File: config.mk
export PLATFORM = sky130hd
export DESIGN_NAME = sprite_fetch_gen
export DESIGN_NICKNAME = d
export VERILOG_FILES = /design/src/rtl/sprite_fetch_gen.sv
export SDC_FILE = /design/constraint.sdc
export NUM_CORES = 1
export LEC_CHECK = 0
export CAP_MARGIN = 20
export CORE_ASPECT_RATIO = 0.5
export CORE_MARGIN = 3
export CORE_UTILIZATION = 57
export CTS_BUF_LIST = sky130_fd_sc_hd__clkbuf_16
export CTS_CLUSTER_SIZE = 25
export DETAILED_ROUTE_END_ITERATION = 12
export DONT_BUFFER_PORTS = 1
export PLACE_DENSITY = 0.75
export SLEW_MARGIN = 10
export SYNTH_ARGS = -nofsm -noshare
export SYNTH_HDL_FRONTEND = slang
export SYNTH_SLANG_ARGS = --single-unit
File: constraint.sdc
create_clock -name clk -period 1.95 [get_ports clk]
set_input_delay 0.39 -clock clk [delete_from_list [all_inputs] [get_ports clk]]
set_output_delay 0.39 -clock clk [all_outputs]
set_load 0.005 [all_outputs]
File: src/rtl/sprite_fetch_gen.sv
// Sprite ROM address generator: raster (x,y) -> {frame,row,col}, fixed 2-cycle latency.
// Optional MIRROR_EN adds double-buffered horizontal/vertical mirroring.
module sprite_fetch_gen #(
  parameter int unsigned COORD_W     = 10,
  parameter int unsigned SPR_W_LOG2  = 6,
  parameter int unsigned SPR_H_LOG2  = 6,
  parameter int unsigned SCALE_LOG2  = 0,
  parameter int unsigned FRAMES_LOG2 = 2,
  parameter int unsigned ANIM_DIV    = 8
) (
  input  logic                                          clk,
  input  logic                                          rst_n,
  input  logic [COORD_W-1:0]                            pixelx,
  input  logic [COORD_W-1:0]                            pixely,
  input  logic                                          pixel_valid,
  input  logic                                          frame_start,
  input  logic                                          pos_we,
  input  logic [COORD_W-1:0]                            posx_in,
  input  logic [COORD_W-1:0]                            posy_in,
  input  logic                                          anim_en,
`ifdef MIRROR_EN
  input  logic                                          mirror_x,
  input  logic                                          mirror_y,
`endif
  output logic [FRAMES_LOG2+SPR_H_LOG2+SPR_W_LOG2-1:0]  address,
  output logic                                          hit,
  output logic                                          pixel_valid_d,
  output logic [((FRAMES_LOG2 > 0) ? FRAMES_LOG2 : 1)-1:0] frame_idx
);

  localparam int unsigned ADDR_W = FRAMES_LOG2 + SPR_H_LOG2 + SPR_W_LOG2;
  localparam int unsigned FIDX_W = (FRAMES_LOG2 > 0) ? FRAMES_LOG2 : 1;
  localparam int unsigned CW1    = COORD_W + 1;
  localparam int unsigned EXT_X  = 1 << (SPR_W_LOG2 + SCALE_LOG2);
  localparam int unsigned EXT_Y  = 1 << (SPR_H_LOG2 + SCALE_LOG2);
  localparam int unsigned DIV_W  = (ANIM_DIV > 1) ? $clog2(ANIM_DIV) : 1;

  logic [COORD_W-1:0] pend_x, pend_y, act_x, act_y;
  logic               pend_mx, pend_my, act_mx, act_my;
  logic               mir_x_in, mir_y_in;

`ifdef MIRROR_EN
  assign mir_x_in = mirror_x;
  assign mir_y_in = mirror_y;
`else
  assign mir_x_in = 1'b0;
  assign mir_y_in = 1'b0;
`endif

  // Double-buffered position/mirror; a coincident write bypasses the pending copy
  always_ff @(posedge clk or negedge rst_n) begin
    if (!rst_n) begin
      pend_x  <= '0;
      pend_y  <= '0;
      act_x   <= '0;
      act_y   <= '0;
      pend_mx <= 1'b0;
      pend_my <= 1'b0;
      act_mx  <= 1'b0;
      act_my  <= 1'b0;
    end else begin
      if (pos_we) begin
        pend_x  <= posx_in;
        pend_y  <= posy_in;
        pend_mx <= mir_x_in;
        pend_my <= mir_y_in;
      end
      if (frame_start) begin
        act_x  <= pos_we ? posx_in  : pend_x;
        act_y  <= pos_we ? posy_in  : pend_y;
        act_mx <= pos_we ? mir_x_in : pend_mx;
        act_my <= pos_we ? mir_y_in : pend_my;
      end
    end
  end

  // Extent test one bit wider than the coordinate so the sprite clips instead of wrapping
  logic [CW1-1:0] px_w, py_w, ax_w, ay_w;
  logic           inside_c;

  always_comb begin
    px_w     = CW1'(pixelx);
    py_w     = CW1'(pixely);
    ax_w     = CW1'(act_x);
    ay_w     = CW1'(act_y);
    inside_c = pixel_valid
             && (px_w >= ax_w) && (px_w < ax_w + CW1'(EXT_X))
             && (py_w >= ay_w) && (py_w < ay_w + CW1'(EXT_Y));
  end

  // Stage 1: offsets and coverage
  logic [COORD_W-1:0] dx_q, dy_q;
  logic               inside_q, pv_q, mx_q, my_q;

  always_ff @(posedge clk or negedge rst_n) begin
    if (!rst_n) begin
      dx_q     <= '0;
      dy_q     <= '0;
      inside_q <= 1'b0;
      pv_q     <= 1'b0;
      mx_q     <= 1'b0;
      my_q     <= 1'b0;
    end else begin
      dx_q     <= pixelx - act_x;
      dy_q     <= pixely - act_y;
      inside_q <= inside_c;
      pv_q     <= pixel_valid;
      mx_q     <= act_mx;
      my_q     <= act_my;
    end
  end

  // Stage 2: texel select and address assembly
  logic [SPR_W_LOG2-1:0] col_c;
  logic [SPR_H_LOG2-1:0] row_c;
  logic [ADDR_W-1:0]     addr_c;

  always_comb begin
    col_c  = SPR_W_LOG2'(dx_q >> SCALE_LOG2) ^ {SPR_W_LOG2{mx_q}};
    row_c  = SPR_H_LOG2'(dy_q >> SCALE_LOG2) ^ {SPR_H_LOG2{my_q}};
    addr_c = ADDR_W'({frame_idx, row_c, col_c});
  end

  // Address holds while off-sprite so the ROM bus stays quiet
  always_ff @(posedge clk or negedge rst_n) begin
    if (!rst_n) begin
      address       <= '0;
      hit           <= 1'b0;
      pixel_valid_d <= 1'b0;
    end else begin
      if (inside_q) address <= addr_c;
      hit           <= inside_q;
      pixel_valid_d <= pv_q;
    end
  end

  // Animation stepping: divider advances once per frame while enabled
  logic [DIV_W-1:0]  div_q, div_n;
  logic [FIDX_W-1:0] frame_n;

  always_ff @(posedge clk or negedge rst_n) begin
    if (!rst_n) begin
      div_q     <= '0;
      frame_idx <= '0;
    end else begin
      div_q     <= div_n;
      frame_idx <= frame_n;
    end
  end

  always_comb begin
    div_n   = div_q;
    frame_n = frame_idx;
    if (frame_start && anim_en) begin
      if (div_q == DIV_W'(ANIM_DIV - 1)) begin
        div_n = '0;
        if (FRAMES_LOG2 > 0) frame_n = frame_idx + FIDX_W'(1);
      end else begin
        div_n = div_q + DIV_W'(1);
      end
    end
  end

endmodule

## Yosys cells after proc, flatten, opt, wreduce, memory -nomap -nowiden

Index checks and enable logic that the tools add are counted.

| cells by class | value |
|---|---|
| add/subtract/negate cells | 6 |
| multiply operators | 0 |
| divide/modulo/power cells | 0 |
| order comparisons | 4 |
| eq/ne operators | 1 |
| shifts and indexed selects | 0 |
| multiplexer cells | 5 |
| bitwise operators | 2 |
| reduce and logical (&&, ||, !) cells | 6 |

Operator list:

| cell | count |
|---|---|
| $add A10 B7 Y11 const B | 2 |
| $lt A10 B11 Y1 | 2 |
| $ge A10 B10 Y1 | 2 |
| $mux W10 | 2 |
| $sub A6 B6 Y6 | 2 |
| $xor A6 B6 Y6 | 2 |
| $logic_and A1 B1 Y1 | 5 |
| $add A3 B1 Y3 const B | 1 |
| $eq A3 B3 Y1 const B | 1 |
| $mux W3 | 1 |
| $add A2 B1 Y2 const B | 1 |
| $mux W1 | 2 |
| $reduce_and A2 Y1 | 1 |

| word-level totals | value |
|---|---|
| register bits after elaboration | 81 |
| bits in latches | 0 |
| memory bits (writable) | 0 |
| ROM bits | 0 |
| output and inout bits | 18 |
| word-level logic and storage cells | 43 |
| memories | 0 |

## Logic depth before layout (Yosys ltp)

| depth | value |
|---|---|
| depth in word-level cells | 5 |
| depth in mapped cells | 10 |
| mapped depth without buffers | 10 |

## Worst setup path before layout

No wires, ideal clock.

| timing path | value |
|---|---|
| path kind | reg-to-reg |
| start | register act_y[6] |
| end | register inside_q |
| setup time | 0.080 ns |
| data arrival time | 1.779 ns |
| data required time | 1.870 ns |
| slack | 0.091 ns |
| cell stages (with the launch flop) | 9 |
| path through | dfrtp_1 -> ha_1 -> xnor2_1 -> ha_1 -> a41oi_1 -> a21oi_1 -> nor4_1 -> o41ai_1 -> nor3_2 |

| between the ends | value |
|---|---|
| word-level cells in the longest chain between the ends | 3 |

RTL lines:

| what | RTL line | source |
|---|---|---|
| start, declared | 38 | `logic [COORD_W-1:0] pend_x, pend_y, act_x, act_y;` |
| start signal, assigned | 70 | `act_y <= pos_we ? posy_in : pend_y;` |
| $add A10 B7 Y11 / $ge A10 B10 Y1 (equally long branches) | 88 | `&& (py_w >= ay_w) && (py_w < ay_w + CW1'(EXT_Y));` |
| $lt A10 B11 Y1 / $logic_and A1 B1 Y1 (equally long branches) | 88 |  |
| $logic_and A1 B1 Y1 (*) | 88 |  |
| named net inside_c | 79 | `logic inside_c;` |
| end signal, assigned | 106 | `inside_q <= inside_c;` |
| end, declared | 93 | `logic inside_q, pv_q, mx_q, my_q;` |

Mark *: on every way through the listed nets, which the timed path passes. The rest lies on a longest branch.
A chain may end at the register's enable or synchronous reset.

## Worst setup path in the final report

| timing path | value |
|---|---|
| start | register act_y[1] |
| end | register inside_q |

Same word-level chain as after synthesis.

==> impl_results.md <==
- Most frequent cells in the layout: dfrtp_1 (78), inv_1 (29), mux2_2 (28), nand2_1 (27)
- Dpl hpwl: 5.17 mm
- Initial DRC Count: 150
- Warnings from Yosys: 0
- GR Overflow Total: 0
- Fin cells: roughly 450
- LEAKAGE: around 0.0020 uW
- Tcrit/Tclk final: 0.984
- Cell Int Power: roughly 3400 uW
- VDD IR max: 0.575 mV
- Reg-to-Reg End: inside_q
- TritonCTS Buffers: 9
- Die Wd: about 120 um
- DIE AREA: 7840 sq um
- Via density: 5.39
- Max Fclk: 521 MHz
- H-tree Lvls: 3
- Nets@finish: 433
- Clk_lat worst skew: ~0.33 ns
- Post-route cell area: 4370 sq um
- Post-Syn Nets: 425
- Logic pwr share: 0.205
- First-pass GRT wire length: 12.0 mm
- DRT Pass-1 Iters: 4
- Largest net degree at the start of global routing: 82
- Max cap viols: 0
- Multi-input logic area: between 1500 and 2000 sq um
- Drt drc: 0
- Status: finished, violations left
- Layout Skew: 0.00564 ns
- IO Pins: 64
- R2r worst-path depth: 8
- Area share of the largest cell type after synthesis: 0.526
- Reg area: between 2000 and 2500 sq um
- Initial Util: 0.611
- Layout fillers: around 480
- Synth top area cells: dfrtp_1 (53%), ha_1 (10%), mux2_2 (8.2%)
- # rows: 20
- Final min period: 1.92 ns
- Post-placement cell area: 3960 sq um
- Max-slew violation count: 0
- Vias in the first global route: between 2000 and 3000
- Total GRT Usage: 0.202
- Gpl congestion: around 0.89
- Layout cells sized above 1: 0.210
- Initial antenna violation count: 0
- RR Startpoint: act_y[1]
- CTS sink count: 81
- Core area: 6310 sq um
- Drt wl/cell: 16.4 um
- Failing checks: negative hold slack
- Register area share after synthesis: 0.526
- Pwr/cell area: 1070 nW/um^2
- Slew HR: 0.689
- Area growth syn-to-layout: 13.5%
- Crit path kind: flop to flop
- FF+latch count, synth: 81
- Leading area contributor after synthesis: dfrtp_1
- Port Buffers: 0
- R2r setup slk: 0.03 ns
- DIE HEIGHT: 64.1 um
- Cell variety after synth: 35
- Fin Hold WS: -0.250 ns
- Total routed wirelength: 7.32 mm
- Worst Max-Slew Pin Slew: 0.467 ns
- Antenna Diode Count: 0
- Seq pwr share: 0.485
- Root buf cell: clkbuf_16
- Commonest non-fill, non-tap cell in the layout: dfrtp_1
- Worst Hold Class: input port to asynchronous set/reset pin
- Final setup fails: 0
- Clock Pin Slew Worst Setup and Hold Paths: 0.06 ns
- Vias: between 2000 and 2500
- Cell count after synthesis: 345
- Placed cell count: 427
- Critical Path RT: 2.20 ns
- Syn avg cell area: approximately 11 sq um
- CTS tree: done
- Clock Tree Buf Depth: 2
- Arrival @ worst endpoint: 2.17 ns
- DRT antenna net count: 0
- Psw: 1320 uW
- Hold Fails Final Rpt: just over 80
- Crit start category: flop
- Clock Power Share: 0.309
- Endpoint type of the worst setup path: flop
- Net Sw Frac: 0.282
- Mapped Area: 3850 sq um
- RSZ-0062 raised after global routing: yes
- Critical path fanouts, max: 2
[state kept, by name, indices dropped and copies added (netlist names)]
| name | cells |
|---|---|
| pixel_valid_d | 1 |
| div_q | 3 |
| dy_q | 6 |
| act_y | 10 |
| act_mx | 1 |
| frame_idx | 2 |
| pend_x | 10 |
| inside_q | 1 |
| pend_y | 10 |
| pend_my | 1 |
| pv_q | 1 |
| act_my | 1 |
| dx_q | 6 |
| pend_mx | 1 |
| hit | 1 |
| act_x | 10 |
| address | 14 |
| my_q | 1 |
| mx_q | 1 |
[kinds of logic after synthesis]
| logic type | share of synthesized area |
|---|---|
| flip-flops | 0.526 |
| AND/OR/NAND/NOR | 0.0851 |
| AO/OA/AOI/OAI | 0.100 |
| buffers and inverters | 0.0393 |
| adder cells (fa/ha/maj) | 0.114 |
| multiplexers | 0.0819 |
| XOR/XNOR | 0.0523 |
[worst max-delay path, cell delays in order, from the launching register on]
cell and delay (ns):
dfrtp_1 0.38, inv_1 0.08, ha_1 0.24, nor2b_4 0.13, o31a_1 0.25, or3_4 0.34
a21oi_2 0.17, o41ai_2 0.08, nor3_2 0.17
[layout make-up]
cell class | instances | area share
Timing Repair Buffer | 9 | 0.0163
Clock inverter | 6 | 0.00659
Sequential cell | 81 | 0.465
Inverter | 28 | 0.0241
Multi-Input combinational cell | 224 | 0.412
Tap cell | 88 | 0.0252
Clock buffer | 9 | 0.0515
[per-layer routing]
layer | up-vias | share of wire | track usage
met5 | - | 0 | 0
li1 | 1182 | - | -
met1 | 1149 | 0.45 | 0.257
met3 | 8 | 0.084 | 0.0875
met4 | 0 | 0.013 | 0.0586
met2 | 58 | 0.45 | 0.315
[power groups by stage]
stage | Combinational, uW | Clock, uW | Sequential [uW]
floorplan | 712 | 0 | 2230
global placement | 824 | 0 | 2290
global route | 1100 | 1570 | 2330
CTS | 887 | 1470 | 2280
detailed placement | 869 | 0 | 2310
finish | 963 | 1450 | 2280
[per-stage QoR]
step / setup slack [ns] / TNS, ns / total power (uW) / hold WS, ns / util
detailed placement: -0.0670 / -0.0670 / 3180 / 0.0966 / 0.628
global placement: 0.0301 / 0 / 3110 / 0.0964 / 0.628
finish: 0.0320 / 0 / 4690 / -0.250 / 0.693
floorplan: 0.0912 / 0 / 2950 / 0.0944 / -
global route: -0.0815 / -0.106 / 4990 / -0.270 / 0.693
CTS: 0.00620 / 0 / 4640 / -0.258 / 0.669
[cells in the mapped netlist]
master	number
clkbuf_1	10
nand2_1	27
a221oi_1	1
nor4_1	1
a21o_1	2
inv_1	28
a21oi_1	25
buf_1	1
dfrtp_1	81
nor3_2	1
xnor2_1	20
nor2_1	19
nor2b_4	1
a32oi_1	1
a21boi_0	1
xor2_1	3
and3_1	2
o21a_1	3
o21ai_0	28
or3_1	1
nand4_1	2
nor2b_1	5
mux2_2	28
o31a_1	1
buf_2	1
o21bai_1	2
nand2b_1	2
fa_1	2
nand3_1	7
ha_1	32
o41ai_1	1
a41o_2	1
nor3_1	3
a31oi_1	1
a41oi_1	1
[what timing repair did]
action / in CTS / in global routing
pin swaps: 1 / 10
gates resized for setup: 1 / 27
endpoints found under the setup margin: 1 / 2
endpoints found under the hold margin: 81 / 81
buffers inserted: 0 / 3
[how the worst max path moves through the flow]
stage                           to       from  depth (start not counted)  slack [ns]
after floorplan           inside_q   act_y[6]                          8        0.09
after global placement    inside_q  pixelx[0]                         10        0.03
after detailed placement  inside_q   act_y[7]                          8       -0.07
after CTS                 inside_q   act_y[1]                          8       0.006
after global routing      inside_q   act_x[6]                          8       -0.08
final                     inside_q   act_y[1]                          8        0.03
No activity file was read; power rests on OpenSTA's default activity.
